## config.mk

```make
export PLATFORM = sky130hd
export DESIGN_NAME = mult_accumulator
export DESIGN_NICKNAME = d
export VERILOG_FILES = /design/src/rtl/sparse_pkg.sv /design/src/rtl/lane_adder_tree.sv /design/src/rtl/mult_accumulator.sv
export SDC_FILE = /design/constraint.sdc
export NUM_CORES = 1
export LEC_CHECK = 0
export BUFFER_PORTS_ARGS = -buffer_cell sky130_fd_sc_hd__buf_2
export CAP_MARGIN = 20
export CORE_MARGIN = 3
export CORE_UTILIZATION = 63
export DETAILED_ROUTE_END_ITERATION = 10
export PLACE_DENSITY_LB_ADDON = 0.12
export SYNTH_ARGS = -nofsm -noshare
export SYNTH_HDL_FRONTEND = slang
export SYNTH_HIERARCHICAL = 1
export SYNTH_SLANG_ARGS = --single-unit
```

## constraint.sdc

```tcl
create_clock -name clk -period 7.4 [get_ports clk]
set_clock_uncertainty 0.05 [all_clocks]
set_input_delay 0.74 -clock clk [delete_from_list [all_inputs] [get_ports clk]]
set_output_delay 0.74 -clock clk [all_outputs]
set_load 0.1 [all_outputs]
```

## src/rtl/sparse_pkg.sv

```systemverilog
// rtl/sparse_pkg.sv - shared widths and state encoding for the mult accumulator
//
// Holds the default geometry of the 4-lane multiply channel and the
// accumulator FSM state encoding. No ports.
package sparse_pkg;

    localparam int LANES_DEF  = 4;   // product lanes, one mult FIFO each
    localparam int PROD_W_DEF = 16;  // signed product width per lane
    localparam int ACC_W_DEF  = 32;  // signed accumulator / result width
    localparam int LEN_W_DEF  = 16;  // row length and group counter width

    typedef enum logic [1:0] {
        ST_IDLE  = 2'd0,
        ST_ACCUM = 2'd1,
        ST_DRAIN = 2'd2
    } state_t;

    // Width that holds the sum of all lanes without overflow.
    function automatic int tree_w(input int lanes, input int prod_w);
        return prod_w + $clog2(lanes);
    endfunction

endpackage

```

## src/rtl/lane_adder_tree.sv

```systemverilog
// rtl/lane_adder_tree.sv - combinational signed reduction of one product group
//
// Ports:
//   mult_i  in   LANES*PROD_W  lane i = mult_i[i*PROD_W +: PROD_W], two's complement
//   sum_o   out  SUM_W         two's complement sum of all lanes
module lane_adder_tree #(
    parameter int LANES  = 4,
    parameter int PROD_W = 16,
    parameter int SUM_W  = PROD_W + $clog2(LANES)
) (
    input  logic [LANES*PROD_W-1:0] mult_i,
    output logic [SUM_W-1:0]        sum_o
);

    // Each lane is sign-extended to the full sum width before adding, so the
    // running total never overflows for any combination of lane values.
    always_comb begin
        sum_o = '0;
        for (int i = 0; i < LANES; i++) begin
            sum_o = sum_o + {{(SUM_W-PROD_W){mult_i[i*PROD_W+PROD_W-1]}},
                             mult_i[i*PROD_W +: PROD_W]};
        end
    end

endmodule

```

## src/rtl/mult_accumulator.sv

```systemverilog
// rtl/mult_accumulator.sv - pops product groups, reduces them and accumulates one row
//
// Ports:
//   clk             in   1             clock, rising edge
//   rst             in   1             synchronous active-high reset
//   start           in   1             begin a row (honoured only when idle)
//   row_len         in   LEN_W         groups in the row, sampled with start
//   mult            in   LANES*PROD_W  head word of each lane's mult FIFO
//   mult_fifo_empty in   LANES         per-lane FIFO empty flag
//   mult_fifo_read  out  LANES         per-lane pop strobe, always all-or-none
//   sum             out  ACC_W         accumulated row result
//   sum_valid       out  1             sum holds a completed row
//   sum_ready       in   1             consumer accepts sum
//   busy            out  1             row in progress or result pending
module mult_accumulator
    import sparse_pkg::*;
#(
    parameter int LANES  = LANES_DEF,
    parameter int PROD_W = PROD_W_DEF,
    parameter int ACC_W  = ACC_W_DEF,
    parameter int LEN_W  = LEN_W_DEF
) (
    input  logic                    clk,
    input  logic                    rst,
    input  logic                    start,
    input  logic [LEN_W-1:0]        row_len,
    input  logic [LANES*PROD_W-1:0] mult,
    input  logic [LANES-1:0]        mult_fifo_empty,
    output logic [LANES-1:0]        mult_fifo_read,
    output logic [ACC_W-1:0]        sum,
    output logic                    sum_valid,
    input  logic                    sum_ready,
    output logic                    busy
);

    localparam int SUM_W = tree_w(LANES, PROD_W);

    state_t             state_q;
    logic [LEN_W-1:0]   len_q;
    logic [LEN_W-1:0]   issued_q;
    logic [LEN_W-1:0]   done_q;
    logic [ACC_W-1:0]   acc_q;
    logic [ACC_W-1:0]   acc_d;
    logic [ACC_W-1:0]   sum_q;
    logic               sum_valid_q;
    logic [SUM_W-1:0]   tree_sum;
    logic [SUM_W-1:0]   s1_sum_q;
    logic               s1_v_q;
    logic               fire;

    lane_adder_tree #(
        .LANES  (LANES),
        .PROD_W (PROD_W),
        .SUM_W  (SUM_W)
    ) u_tree (
        .mult_i (mult),
        .sum_o  (tree_sum)
    );

    // A group is consumed only when every lane has data, so lanes never
    // drift out of step; issued_q caps pops at the row length.
    assign fire           = (state_q == ST_ACCUM) && !(|mult_fifo_empty) && (issued_q < len_q);
    assign mult_fifo_read = {LANES{fire}};

    // Accumulation wraps modulo 2^ACC_W.
    assign acc_d = acc_q + {{(ACC_W-SUM_W){s1_sum_q[SUM_W-1]}}, s1_sum_q};

    assign sum       = sum_q;
    assign sum_valid = sum_valid_q;
    assign busy      = (state_q != ST_IDLE);

    always_ff @(posedge clk) begin
        if (rst) begin
            state_q     <= ST_IDLE;
            len_q       <= '0;
            issued_q    <= '0;
            done_q      <= '0;
            acc_q       <= '0;
            sum_q       <= '0;
            sum_valid_q <= 1'b0;
            s1_sum_q    <= '0;
            s1_v_q      <= 1'b0;
        end else begin
            // Stage 1: register the reduced group.
            s1_v_q <= fire;
            if (fire) begin
                s1_sum_q <= tree_sum;
                issued_q <= issued_q + LEN_W'(1);
            end

            case (state_q)
                ST_IDLE: begin
                    if (start) begin
                        state_q  <= ST_ACCUM;
                        len_q    <= row_len;
                        issued_q <= '0;
                        done_q   <= '0;
                        acc_q    <= '0;
                    end
                end
                ST_ACCUM: begin
                    // Stage 2: fold the registered group into the row total.
                    if (s1_v_q) begin
                        acc_q  <= acc_d;
                        done_q <= done_q + LEN_W'(1);
                    end
                    // done_q only reaches len_q once the last group has
                    // left stage 2, so acc_q is final here.
                    if (done_q == len_q) begin
                        state_q     <= ST_DRAIN;
                        sum_q       <= acc_q;
                        sum_valid_q <= 1'b1;
                    end
                end
                ST_DRAIN: begin
                    if (sum_ready) begin
                        state_q     <= ST_IDLE;
                        sum_valid_q <= 1'b0;
                    end
                end
                default: begin
                    state_q     <= ST_IDLE;
                    sum_valid_q <= 1'b0;
                end
            endcase
        end
    end

endmodule

```

==> results.yml <==
placed_design:
  postPlaceCellArea_sq_um: 9452
  gp_congestion: 0.9070
  io_buffers: 125
  hpwl_mm: 13.84
  place_ws_ns: 3.203
synth:
  synth-seq-area-share_pct: 30.54
  yosysMostFrequentCell: "dfxtp_1"
  ys_warn_count: 6
  netlist_instances: 1057
  synth_area_leaders: "dfxtp_1 31%, ha_1 9.3%, fa_1 7.7%"
  ys.flop_type: "dfxtp_1"
  synth_enable_flop_cells: 0
  yosysTopAreaCell: "dfxtp_1"
  yosysUniqueCellTypes: 58
  synth_top_cell_area_share_pct: 30.54
  syn_nets: 1244
  netlist_area_sq_um: 8783
  syn_avg_cell_area_sq_um: 8.310
  synth-seq-cells: 134
  async_flop_share_pct: 0
  ys_top_cells_by_count: "134 x dfxtp_1, 117 x inv_1, 117 x nand2_1"
cells_and_area:
  stdcell_area_sq_um: 10080
  diodes: 0
  fillCellCount: 1081
  drive_gt1_share_pct: 14.87
  nets: 1344
  synthToLayoutAreaGrowth_pct: 14.77
clock_tree:
  cts_tree: "built"
  clk_pin_slew_ns: 0.06
  root_buffer: "clkbuf_16"
  cts.htree.levels: 4
  cts_sinks: 134
  cts_setup_buffers: 0
  cts_resized: 0
  cts_buffer_depth: 2
  hold_buffers: 0
  cts-buffers-inserted: 17
  clock_latency_ns: 0.42
routing:
  drt_pass1_iterations: 5
  vias: 7539
  drc: 0
  ant_nets: 0
  vias_per_cell: 5.601
  totalWireLength_mm: 19.09
  drt_iter0_markers: 474
  routedWlPerCell_um: 14.18
sta:
  clock.fmax_mhz: 216.3
  drv_slew: 0
  timing.slew.headroom_pct: 27.58
  layout_setup_ws_ns: 2.778
  grt_setup_unrepaired: "no"
  setup_viol: 0
  tightest_slew_ns: 1.086
  tns_ns: 0
  hold_violations: 0
  post-route-min-period_ns: 4.622
  period_share_pct: 62.46
power_and_ir_drop:
  p_switching_w: 0.0006139
  seq_power_share_pct: 35.3
  clockPowerShare_pct: 41.4
  p_leak_nw: 4.651
  comb_power_share_pct: 23.2
  swShare_pct: 29.29
  ir_drop_uv: 145.6
  internal-power_w: 0.001482
  power_density_nw_per_um2: 207.9
grt:
  grt_first_pass_wirelength_mm: 31.64
  grt_overflow_total: 0
  antenna_found_initial: 0
  grt_max_degree: 56
  grt_util_all_layers_pct: 25.32
  grt_pass1_vias: 7002
job:
  maxCapViolations: 0
die:
  die_w_um: 124.1
  dieArea_sq_um: 15390
  io_pins: 126
  rows: 42
  core-area_sq_um: 13450
  initial_core_util_pct: 65.29
  die_y_um: 124.1
setup_path:
  critical_path_class: "flip-flop to output pin"
  arrival_ns: 3.83
  crit_required_ns: 6.61
  crit_path_start_kind: "flip-flop"
  rr_worst_depth: 12
  end_kind: "output pin"
  worstPathMaxFanout: 29
status:
  status: "finished clean"
hold_path:
  whs_path_depth: 2
  min_path_type: "flip-flop to flip-flop"
## final cells by class
class	instances	area, sq um	area share (%)
inverter	117	439.2	4.356
multi-input combinational	759	5469	54.25
clock inverter	14	175.2	1.738
clock buffer	18	439.2	4.356
timing repair buffer	128	655.6	6.504
tap	176	220.2	2.184
sequential	134	2683	26.61
## registers in the layout (all words and copies together), names as in the netlist
register and cells:
acc_q 32, sum 32, s1_sum_q 18, done_q 16, issued_q 16, len_q 16
state_q 2, s1_v_q 1, sum_valid 1
## cell usage in the layout, fill, tap and decap left out, drive strengths merged, types with 4 or more instances in the layout
master and n:
a211oi 8, a21o 27, a21oi 87, a22o 18, a22oi 8, a31oi 4, and2 7, and3 10
buf 128, clkbuf 18, clkinvlp 6, dfxtp 134, fa 34, ha 65, inv 119, mux2i 33
nand2 117, nand2b 10, nand3 20, nand4 23, nor2 98, nor2b 6, nor3 7, o211ai 7
o21ai 38, o21bai 5, or3 11, xnor2 42, xor2 36
## metal layers
layer	global-route usage (%)	wire length [um]
met5	0	0
met4	7.529	321
met3	4.587	1025
met2	43.51	9176
met1	32.54	8568
## kinds of logic (layout without fill, tap and decap cells)
| group | count (synthesis) | in the layout | synth area share [%] |
|---|---|---|---|
| AO/OA/AOI/OAI | 231 | 231 | 17.35 |
| XOR/XNOR | 78 | 78 | 7.778 |
| buffers and inverters | 164 | 277 | 7.236 |
| flip-flops | 134 | 134 | 30.54 |
| AND/OR/NAND/NOR | 318 | 318 | 16.32 |
| multiplexers | 33 | 33 | 3.761 |
| adder cells (fa/ha/maj) | 99 | 99 | 17.01 |
## power by group through the flow
stage / Sequential [W] / Combinational, W / Clock, W
after global placement: 0.000756 / 0.000476 / 0
after detailed placement: 0.000756 / 0.000486 / 0
after global routing: 0.000742 / 0.000554 / 0.000906
after floorplan: 0.000756 / 0.000386 / 0
after CTS: 0.000741 / 0.000489 / 0.000872
final: 0.000741 / 0.000487 / 0.000868
## worst paths after layout
check,start,endpoint,slack [ns]
worst max-delay path,len_q[4],mult_fifo_read[2],2.78
worst min-delay path,s1_sum_q[13],s1_sum_q[13],0.41
worst max register to register,acc_q[0],acc_q[26],3.81
worst min register to register,s1_sum_q[13],s1_sum_q[13],0.41
## worst max-delay path: stages, from the launching register on
cell and delay (ns):
dfxtp_1 0.36, inv_1 0.07, ha_1 0.32, and4_1 0.19, a2111oi_0 0.37, o21ai_1 0.14, a221o_1 0.40, a31o_2 0.45
inv_1 0.55, buf_2 0.55
## per-stage QoR
step / instances / hold WS [ns] / utilization, % / total power [W]
floorplan: 1057 / 0.3900 / - / 0.001142
global placement: 1313 / 0.4005 / 70.26 / 0.001232
detailed placement: 1313 / 0.4031 / 70.26 / 0.001242
CTS: 1345 / 0.4111 / 74.82 / 0.002102
global route: 1346 / 0.4304 / 74.93 / 0.002202
finish: 1346 / 0.4088 / 74.93 / 0.002096
(Power assumes the default switching activity.)
